$ cat config.mk
export PLATFORM = sky130hd
export DESIGN_NAME = elevator_controller_n_flat
export DESIGN_NICKNAME = d
export VERILOG_FILES = /design/src/rtl/elevator_controller_n_if.sv /design/src/rtl/elevator_controller_n.sv /design/src/flat_wrapper.sv
export SDC_FILE = /design/constraint.sdc
export NUM_CORES = 1
export LEC_CHECK = 0
export ABC_AREA = 1
export CORE_ASPECT_RATIO = 0.6
export CORE_MARGIN = 1
export CORE_UTILIZATION = 49
export CTS_CLUSTER_SIZE = 25
export DETAILED_ROUTE_END_ITERATION = 10
export PLACE_DENSITY = 0.74
export SETUP_SLACK_MARGIN = 0.15
export SLEW_MARGIN = 40
export SYNTH_ARGS = -nofsm -noshare
export SYNTH_HDL_FRONTEND = slang
export SYNTH_SLANG_ARGS = --single-unit
$ cat constraint.sdc
create_clock -name clk -period 2 [get_ports clk]
set_clock_uncertainty 0.05 [all_clocks]
set_input_delay 0.4 -clock clk [delete_from_list [all_inputs] [get_ports clk]]
set_output_delay 0.4 -clock clk [all_outputs]
set_load 0.02 [all_outputs]
$ cat src/rtl/elevator_controller_n_if.sv
// Elevator controller signal bundle.
// Groups the button/sensor inputs and the status outputs of the car controller
// into one interface.
//   master : front end / display side (drives call_req, sos, overweight)
//   slave  : elevator_controller_n (drives pending, floor and door/motion status)
// Ports carried:
//   call_req[FLOORS]      per-floor call buttons (level)
//   sos, overweight       emergency stop and load sensor (level)
//   pending[FLOORS]       latched requests (LED drive)
//   floor_onehot[FLOORS]  current floor, one-hot
//   current_floor         current floor, binary
//   door_open, moving, dir_up, sos_mode, weight_limit_exceeded  status flags
interface elevator_controller_n_if #(
  parameter int FLOORS  = 3,
  parameter int FLOOR_W = 2
);
  logic [FLOORS-1:0]  call_req;
  logic               sos;
  logic               overweight;
  logic [FLOORS-1:0]  pending;
  logic [FLOORS-1:0]  floor_onehot;
  logic [FLOOR_W-1:0] current_floor;
  logic               door_open;
  logic               moving;
  logic               dir_up;
  logic               sos_mode;
  logic               weight_limit_exceeded;

  modport master (
    output call_req, sos, overweight,
    input  pending, floor_onehot, current_floor, door_open, moving,
           dir_up, sos_mode, weight_limit_exceeded
  );

  modport slave (
    input  call_req, sos, overweight,
    output pending, floor_onehot, current_floor, door_open, moving,
           dir_up, sos_mode, weight_limit_exceeded
  );
endinterface

$ cat src/rtl/elevator_controller_n.sv
// N-floor elevator car controller.
// Latches per-floor calls and serves them in SCAN order, sequencing
// cycle-counted travel and door phases. Overweight holds the door open, SOS
// parks the car with the door shut until released.
// Ports:
//   clk  : rising-edge clock
//   rst  : asynchronous active-high reset
//   bus  : elevator_controller_n_if.slave (calls, sos, overweight in;
//          pending, floor, door and motion status out, all registered)
module elevator_controller_n #(
  parameter int FLOORS      = 3,
  parameter int FLOOR_W     = 2,
  parameter int MOVE_CYCLES = 5,
  parameter int DOOR_CYCLES = 2
) (
  input  logic                  clk,
  input  logic                  rst,
  elevator_controller_n_if.slave bus
);

  localparam int CNT_MAX = (MOVE_CYCLES > DOOR_CYCLES) ? MOVE_CYCLES : DOOR_CYCLES;
  localparam int CNT_W   = (CNT_MAX > 1) ? $clog2(CNT_MAX) : 1;
  localparam logic [CNT_W-1:0]   MOVE_LOAD = CNT_W'(MOVE_CYCLES - 1);
  localparam logic [CNT_W-1:0]   DOOR_LOAD = CNT_W'(DOOR_CYCLES - 1);
  localparam logic [FLOOR_W-1:0] TOP       = FLOOR_W'(FLOORS - 1);

  typedef enum logic [1:0] {IDLE, MOVING, DOOR, SOS} state_t;

  state_t             state;
  logic [CNT_W-1:0]   cnt;
  logic [FLOORS-1:0]  pending;
  logic [FLOORS-1:0]  floor_onehot;
  logic [FLOOR_W-1:0] cur;
  logic               dir_up;
  logic               door_open;
  logic               moving;
  logic               sos_mode;
  logic               wle;

  function automatic logic [FLOORS-1:0] onehot(input logic [FLOOR_W-1:0] f);
    logic [FLOORS-1:0] m;
    m = '0;
    for (int i = 0; i < FLOORS; i++)
      if (FLOOR_W'(i) == f) m[i] = 1'b1;
    return m;
  endfunction

  // Floors strictly past f in the given direction.
  function automatic logic [FLOORS-1:0] beyond(input logic [FLOOR_W-1:0] f,
                                               input logic up);
    logic [FLOORS-1:0] m;
    m = '0;
    for (int i = 0; i < FLOORS; i++)
      if (up ? (FLOOR_W'(i) > f) : (FLOOR_W'(i) < f)) m[i] = 1'b1;
    return m;
  endfunction

  logic [FLOORS-1:0]  here;
  logic [FLOORS-1:0]  latched;
  logic [FLOORS-1:0]  latched_away;
  logic [FLOORS-1:0]  nf_hot;
  logic [FLOOR_W-1:0] nf;
  logic               here_call;
  logic               next_dir;
  logic               nf_dir;

  always_comb begin
    here         = onehot(cur);
    latched      = pending | bus.call_req;
    // A call for the floor the car stands at (door or idle) opens the door
    // instead of lighting its LED; existing bits are never dropped here.
    latched_away = pending | (bus.call_req & ~here);
    here_call    = |(bus.call_req & here);
    next_dir     = (|(pending & beyond(cur, dir_up))) ? dir_up : ~dir_up;
    if (cur == '0)       next_dir = 1'b1;
    else if (cur == TOP) next_dir = 1'b0;
    nf     = dir_up ? cur + FLOOR_W'(1) : cur - FLOOR_W'(1);
    nf_hot = onehot(nf);
    nf_dir = dir_up;
    if (nf == '0)       nf_dir = 1'b1;
    else if (nf == TOP) nf_dir = 1'b0;
  end

  always_ff @(posedge clk or posedge rst) begin
    if (rst) begin
      state        <= IDLE;
      cnt          <= '0;
      pending      <= '0;
      cur          <= '0;
      floor_onehot <= FLOORS'(1);
      dir_up       <= 1'b1;
      door_open    <= 1'b0;
      moving       <= 1'b0;
      sos_mode     <= 1'b0;
      wle          <= 1'b0;
    end else if (bus.sos) begin
      // Park immediately; a travel step due on this edge is abandoned so the
      // floor stays at its last whole-floor value.
      state     <= SOS;
      cnt       <= '0;
      pending   <= '0;
      moving    <= 1'b0;
      door_open <= 1'b0;
      sos_mode  <= 1'b1;
      wle       <= 1'b0;
    end else begin
      case (state)
        SOS: begin
          state     <= DOOR;
          cnt       <= DOOR_LOAD;
          door_open <= 1'b1;
          sos_mode  <= 1'b0;
        end
        IDLE: begin
          pending <= latched_away;
          if (pending != '0) begin
            dir_up <= next_dir;
            state  <= MOVING;
            cnt    <= MOVE_LOAD;
            moving <= 1'b1;
          end else if (here_call) begin
            state     <= DOOR;
            cnt       <= DOOR_LOAD;
            door_open <= 1'b1;
          end
        end
        MOVING: begin
          if (cnt != '0) begin
            cnt     <= cnt - CNT_W'(1);
            pending <= latched;
          end else begin
            cur          <= nf;
            floor_onehot <= nf_hot;
            dir_up       <= nf_dir;
            if (|(latched & nf_hot)) begin
              pending   <= latched & ~nf_hot;
              state     <= DOOR;
              cnt       <= DOOR_LOAD;
              moving    <= 1'b0;
              door_open <= 1'b1;
            end else if (|(latched & beyond(nf, dir_up))) begin
              pending <= latched;
              cnt     <= MOVE_LOAD;
            end else begin
              pending <= latched;
              state   <= IDLE;
              moving  <= 1'b0;
            end
          end
        end
        DOOR: begin
          pending <= latched_away;
          if (bus.overweight) begin
            wle <= 1'b1;
            cnt <= DOOR_LOAD;
          end else begin
            wle <= 1'b0;
            if (here_call)       cnt <= DOOR_LOAD;
            else if (cnt != '0)  cnt <= cnt - CNT_W'(1);
            else begin
              state     <= IDLE;
              door_open <= 1'b0;
            end
          end
        end
        default: state <= IDLE;
      endcase
    end
  end

  assign bus.pending               = pending;
  assign bus.floor_onehot          = floor_onehot;
  assign bus.current_floor         = cur;
  assign bus.door_open             = door_open;
  assign bus.moving                = moving;
  assign bus.dir_up                = dir_up;
  assign bus.sos_mode              = sos_mode;
  assign bus.weight_limit_exceeded = wle;

endmodule

$ cat src/flat_wrapper.sv
// flat-port wrapper written by rule: the top's interface ports become plain ports
module elevator_controller_n_flat 
#(
  parameter int FLOORS      = 3,
  parameter int FLOOR_W     = 2,
  parameter int MOVE_CYCLES = 5,
  parameter int DOOR_CYCLES = 2
)
  (clk, rst, bus_call_req, bus_sos, bus_overweight, bus_pending, bus_floor_onehot, bus_current_floor, bus_door_open, bus_moving, bus_dir_up, bus_sos_mode, bus_weight_limit_exceeded);
  elevator_controller_n_if #(.FLOORS(FLOORS), .FLOOR_W(FLOOR_W)) bus_i ();
  input  logic clk;
  input  logic rst;
  input wire logic [$bits(bus_i.call_req)-1:0] bus_call_req;
  input wire logic [$bits(bus_i.sos)-1:0] bus_sos;
  input wire logic [$bits(bus_i.overweight)-1:0] bus_overweight;
  output wire logic [$bits(bus_i.pending)-1:0] bus_pending;
  output wire logic [$bits(bus_i.floor_onehot)-1:0] bus_floor_onehot;
  output wire logic [$bits(bus_i.current_floor)-1:0] bus_current_floor;
  output wire logic [$bits(bus_i.door_open)-1:0] bus_door_open;
  output wire logic [$bits(bus_i.moving)-1:0] bus_moving;
  output wire logic [$bits(bus_i.dir_up)-1:0] bus_dir_up;
  output wire logic [$bits(bus_i.sos_mode)-1:0] bus_sos_mode;
  output wire logic [$bits(bus_i.weight_limit_exceeded)-1:0] bus_weight_limit_exceeded;
  assign bus_i.call_req = bus_call_req;
  assign bus_i.sos = bus_sos;
  assign bus_i.overweight = bus_overweight;
  assign bus_pending = bus_i.pending;
  assign bus_floor_onehot = bus_i.floor_onehot;
  assign bus_current_floor = bus_i.current_floor;
  assign bus_door_open = bus_i.door_open;
  assign bus_moving = bus_i.moving;
  assign bus_dir_up = bus_i.dir_up;
  assign bus_sos_mode = bus_i.sos_mode;
  assign bus_weight_limit_exceeded = bus_i.weight_limit_exceeded;
  elevator_controller_n #(.FLOORS(FLOORS), .FLOOR_W(FLOOR_W), .MOVE_CYCLES(MOVE_CYCLES), .DOOR_CYCLES(DOOR_CYCLES)) u_core (.clk(clk), .rst(rst), .bus(bus_i));
endmodule
== After elaboration in Yosys (flattened, before gate mapping) ==
Cells that the tools add are included.

* Bitwise operators: 13
* Equal/unequal tests: 25
* Magnitude comparators: 12
* Add/sub/neg operators: 3
* Muxes and demuxes: 83
* Reduce and logical (&&, ||, !) cells: 21

{| class="wikitable"
|+ Operators with widths
! operator !! count
|-
| 1-bit two-way mux || 55
|-
| 3-bit two-way mux || 12
|-
| 2-bit two-way mux || 10
|-
| 3-bit bitwise AND || 6
|-
| 3-bit != test (second input constant) || 5
|-
| 3-bit case mux with 4 select lines || 1
|-
| 6-bit AND reduction || 2
|-
| 3-bit nonzero test || 4
|-
| 3-bit OR reduction || 4
|-
| 3-bit by 2-bit != test with 1-bit output (second input constant) || 3
|-
| 2-bit == test (second input constant) || 4
|-
| 1-bit by 2-bit greater-than comparator with 1-bit output (first input constant) || 4
|-
| 1-bit by 2-bit less-than comparator with 1-bit output (first input constant) || 4
|-
| 4-bit by 3-bit != test with 1-bit output (second input constant) || 2
|-
| 2-bit case mux with 4 select lines || 1
|-
| 7-bit AND reduction || 1
|-
| 2-bit logical NOT || 3
|-
| 3-bit inverter || 2
|-
| 3-bit bitwise OR || 2
|-
| 3-bit case mux with 2 select lines || 1
|-
| 3-bit AND reduction || 2
|-
| 2-bit nonzero test || 3
|-
| 5-bit by 2-bit != test with 1-bit output (second input constant) || 1
|-
| 5-bit by 3-bit != test with 1-bit output (second input constant) || 1
|-
| 17 further kinds || 24
|}

* Input bits: 7
* Output and inout bits: 13
* Register bits: 18

== Longest topological paths before layout ==
* Depth in word-level cells: 17
* Depth in mapped cells: 13

== Worst setup path after synthesis ==
No wires, ideal clock.

* Path kind: reg-to-reg
* Start point: register u_core.cur[0], in the netlist u_core.bus.current_floor[0]
* End point: register u_core.moving, in the netlist u_core.bus.moving
* Stages on the path, launching flop included: 14
* Clock period less this slack: 2054 ps
* Path slack: -54 ps
* Setup time: 117 ps
* Arrival: 1887 ps
* Required time: 1833 ps
* Cells stage by stage: dfrtp_1 -> buf_2 -> inv_2 -> ha_1 -> inv_1 -> nand2_1 -> nand2_2 -> nand3_2 -> nand3_2 -> nor2_1 -> nand2_1 -> nand2_1 -> nand2_1 -> nand2_1

* Longest elaborated chain between the ends: 13

{| class="wikitable"
|+ Ends and longest elaborated chain
! what !! line !! text
|-
| from (decl) || elevator_controller_n.sv:33 || <nowiki>logic [FLOOR_W-1:0] cur;</nowiki>
|-
| from (signal assigned) || elevator_controller_n.sv:132 || <nowiki>cur <= nf;</nowiki>
|-
| 2-bit by 1-bit subtractor with 2-bit output / 2-bit by 1-bit adder with 2-bit output (equally long branches) || elevator_controller_n.sv:77 || <nowiki>nf = dir_up ? cur + FLOOR_W'(1) : cur - FLOOR_W'(1);</nowiki>
|-
| 2-bit two-way mux (*) || elevator_controller_n.sv:77 ||
|-
| 1-bit by 2-bit less-than comparator with 1-bit output, or another cell as far along || elevator_controller_n.sv:54 || <nowiki>if (up ? (FLOOR_W'(i) > f) : (FLOOR_W'(i) < f)) m[i] = 1'b1;</nowiki>
|-
| 1-bit two-way mux (2 in series) || elevator_controller_n.sv:54 ||
|-
| 1-bit two-way mux || elevator_controller_n.sv:135 || <nowiki>if (|(latched & nf_hot)) begin</nowiki>
|-
| 1-bit two-way mux || elevator_controller_n.sv:128 || <nowiki>if (cnt != '0) begin</nowiki>
|-
| 1-bit two-way mux || elevator_controller_n.sv:107 || <nowiki>case (state)</nowiki>
|-
| 1-bit two-way mux || elevator_controller_n.sv:96 || <nowiki>end else if (bus.sos) begin</nowiki>
|-
| 3-bit bitwise AND || elevator_controller_n.sv:141 || <nowiki>end else if (|(latched & beyond(nf, dir_up))) begin</nowiki>
|-
| 3-bit OR reduction || elevator_controller_n.sv:141 ||
|-
| 4-bit by 3-bit != test with 1-bit output (no line) || -- ||
|-
| 4-bit AND reduction (no line) || -- ||
|-
| to (signal assigned) || elevator_controller_n.sv:120 || <nowiki>moving <= 1'b1;</nowiki>
|-
| to (signal assigned) || elevator_controller_n.sv:139 || <nowiki>moving <= 1'b0;</nowiki>
|-
| to (signal assigned) || elevator_controller_n.sv:147 || <nowiki>moving <= 1'b0;</nowiki>
|-
| to (decl) || elevator_controller_n.sv:36 || <nowiki>logic moving;</nowiki>
|}

Mark *: on every way between the ends. The rest lies on a longest branch, timed or not. The select of a mux whose other input is x is not followed.
A chain may end at the register's enable or synchronous reset.

== Worst setup path in the final report ==
* Start point: register u_core.cnt[0]
* End point: register u_core.door_open, in the netlist u_core.bus.door_open

* Longest elaborated chain between the ends: 3

{| class="wikitable"
|+ Ends and longest elaborated chain
! what !! line !! text
|-
| from (decl) || elevator_controller_n.sv:30 || <nowiki>logic [CNT_W-1:0] cnt;</nowiki>
|-
| from (signal assigned) || elevator_controller_n.sv:129 || <nowiki>cnt <= cnt - CNT_W'(1);</nowiki>
|-
| from (signal assigned) || elevator_controller_n.sv:159 || <nowiki>else if (cnt != '0) cnt <= cnt - CNT_W'(1);</nowiki>
|-
| 3-bit nonzero test (*) || elevator_controller_n.sv:128, elevator_controller_n.sv:159 ||
|-
| 3-bit != test (no line) || -- ||
|-
| 7-bit AND reduction (no line) (*) || -- ||
|-
| to (signal assigned) || elevator_controller_n.sv:124 || <nowiki>door_open <= 1'b1;</nowiki>
|-
| to (signal assigned) || elevator_controller_n.sv:140 || <nowiki>door_open <= 1'b1;</nowiki>
|-
| to (signal assigned) || elevator_controller_n.sv:162 || <nowiki>door_open <= 1'b0;</nowiki>
|-
| to (decl) || elevator_controller_n.sv:35 || <nowiki>logic door_open;</nowiki>
|}

Mark *: on every way between the ends. The rest lies on a longest branch, timed or not.

==> flow_summary.yaml <==
cts:
  cts_tree: "done"
  postCtsHoldBufs: 0
  clockBufferDepth: 2
  cts_sinks: 18
  cts-buffers-inserted: 3
  clk_pin_slew_ns: 0.08
  htreeDepth: 1
  root_buffer: "clkbuf_8"
  clk_latency_ns: 0.27
critical_path:
  crit_path_end: "u_core.bus.door_open"
  cp-startpoint: "u_core.cnt[0]"
  r2r_cells: 10
  worstPathMaxFanout: 7
  r2r_slack_ns: 0.12
  cp-end-kind: "flop"
  cp-start-kind: "flop"
  required_ns: 2.10
  crit_type: "flop to flop"
  worst_r2r_endpoint: "u_core.bus.door_open"
  arrival_ns: 1.97
  r2r-start: "u_core.cnt[0]"
grt:
  antenna_found_initial: 0
  grt_max_degree: 19
  grt_usage_pct: 28.2
  grt_pass1_wl_um: 6480
  gr-total-overflow: 0
  first_global_vias: 1353
logic_synthesis:
  synthTopCellsByArea: "dfrtp_1 28%, nand2_1 19%, inv_1 6.4%"
  ys_ff_latch: 18
  yosysMostFrequentCell: "nand2_1"
  async_flop_share_pct: 100
  syn_nets: 222
  yosysWarningCount: 0
  syn_area_um2: 1410
  synth_ff_type: "dfrtp_1"
  syn_area_per_cell_um2: 6.79
  synth_edf_count: 0
  synthCells: 208
  synth_common_cells: "71 x nand2_1, 24 x inv_1, 16 x dfrtp_1"
  yosysSeqAreaShare_pct: 32.1
  synth.distinct_cells: 26
  synthDominantCellAreaShare_pct: 28.3
  yosysTopAreaCell: "dfrtp_1"
detailed_routing:
  dr_total_vias: 1535
  drt_first_pass_iters: 8
  finalWirelength_um: 4160
  via_per_inst: 5.71
  wire_per_inst_um: 15.5
  drcViolationCount: 1
  ant_nets: 0
  drtIter0Drc: 198
placed_design:
  io_buffers: 19
  gp_congestion: 0.961
  post-dp-hpwl_um: 3080
  placed_area_um2: 1690
floorplan:
  initial_core_util_pct: 54.1
  die_y_um: 43.6
  fp.dieArea_um2: 3110
  rows: 14
  io_pins: 20
  die_x_um: 71.3
  coreArea_um2: 2610
timing:
  timing.hold.ws_ns: 0.395
  finalHoldViolations: 0
  timing.final.crit_period_ns: 1.88
  setup_violations: 0
  slew-limit-headroom_pct: 73.2
  rsz0062_at_grt: "true"
  max_freq_ghz: 0.533
  fin_crit_sh_pct: 93.8
  tightestPinTransition_ns: 0.402
  maxSlewViolCount: 0
final_layout:
  area_growth_pct: 29.9
  final_nets: 252
  postLayoutCellArea_um2: 1840
  drive_gt1_share_pct: 22.4
  n_antenna_cell: 0
power_and_ir_drop:
  p_per_area_nw_per_um2: 1760
  vdd_drop_max_uv: 1030
  leakage_nw: 0.912
run_status:
  outcome: "complete, but fails checks"
  violations: "design-rule violations"
job:
  drv_cap: 0
min_path:
  hold_class: "input port to async pin"
per-layer routing:
layer | up-vias | GRT usage, % | share of wire, %
met5 | - | 0 | 0
li1 | 734 | - | -
met3 | 11 | 7.91 | 11
met4 | 0 | 7.20 | 1.7
met1 | 694 | 40.2 | 46
met2 | 96 | 42.5 | 41
critical path, cell delays in order, from the launching register on:
cell        delay [ns]
dfrtp_1           0.40
inv_2             0.09
ha_2              0.21
ha_4              0.16
clkinvlp_4        0.20
o21bai_4          0.19
nand2_1           0.07
nor2_1            0.14
nand2_1           0.12
nand2_1           0.07
o21ai_1           0.05
kinds of logic (layout without fill, tap and decap cells):
kind of cell	after synthesis	after routing	share of synthesized area [%]
compound gates	31	31	12.8
xor+xnor	1	1	0.620
fa+ha+maj	7	7	6.20
buf+inv	32	61	9.21
flops	18	18	32.1
simple gates	119	119	39.1
sequential cells by signal, indices dropped and copies added (netlist names):
name,cells
u_core.bus.pending,3
u_core.bus.door_open,1
u_core.bus.dir_up,1
u_core.cnt,3
u_core.bus.sos_mode,1
u_core.bus.current_floor,2
u_core.bus.moving,1
u_core.state,2
u_core.bus.floor_onehot,3
u_core.bus.weight_limit_exceeded,1
cell type report:
type                    instances  area [um^2]
multi-input cells             158          912
fillers                       209          774
flip-flops and latches         18          454
repair buffers                 28          259
inverters                      29          115
clock buffers                   4         55.1
well taps                      32         40.0
what timing repair did:
action,in CTS,in global routing
buffers inserted,0,2
cloned,0,0
endpoints found under the setup margin,6,14
pin swaps,1,2
resized for setup,2,20
report_power, final:
part / total [W] / internal, W / switching [W]
clock: 0.000319 / 0.000176 / 0.000143
sequential: 0.000689 / 0.000526 / 0.000163
combinational: 0.00223 / 0.000841 / 0.00139
total: 0.00324 / 0.00154 / 0.00170
how the worst min path moves through the flow:
stage / from / endpoint / slack (ns) / cells after the start
2_1_floorplan: rst / u_core.bus.current_floor[1] / 0.29 / 1
3_3_place_gp: u_core.cnt[0] / u_core.cnt[0] / 0.41 / 2
3_5_place_dp: u_core.bus.moving / u_core.bus.moving / 0.41 / 2
4_1_cts: rst / u_core.bus.pending[1] / 0.41 / 3
5_1_grt: rst / u_core.bus.pending[1] / 0.44 / 3
6_report: rst / u_core.bus.pending[0] / 0.40 / 3
per-stage QoR:
stage | utilization [%] | total power (W) | setup slack, ns | instances | TNS, ns
2_1_floorplan | - | 0.00203 | 0.153 | 208 | 0
3_3_place_gp | 64.7 | 0.00259 | 0.0271 | 263 | 0
3_5_place_dp | 64.7 | 0.00264 | -0.000272 | 263 | -0.000272
4_1_cts | 66.8 | 0.00297 | 0.0786 | 267 | 0
5_1_grt | 70.3 | 0.00347 | 0.0366 | 269 | 0
6_report | 70.3 | 0.00324 | 0.125 | 269 | 0
layout by cell type (no fill, tap or decap), types with 2 or more instances in the layout:
master	count
a21oi_1	5
dfrtp_1	15
o21ai_1	4
o21bai_4	2
o21ai_0	13
nor2_1	10
nand3_2	6
dfstp_2	2
nand2_1	68
nand2_2	7
inv_2	5
nor3_1	2
nand3_1	12
clkdlybuf4s50_1	17
ha_1	4
o211ai_1	4
inv_1	22
nor2_2	5
ha_4	2
nor2_4	3
clkbuf_8	4
buf_4	9
nand4_1	4
Note: power is estimated with default switching activity, not from simulation.
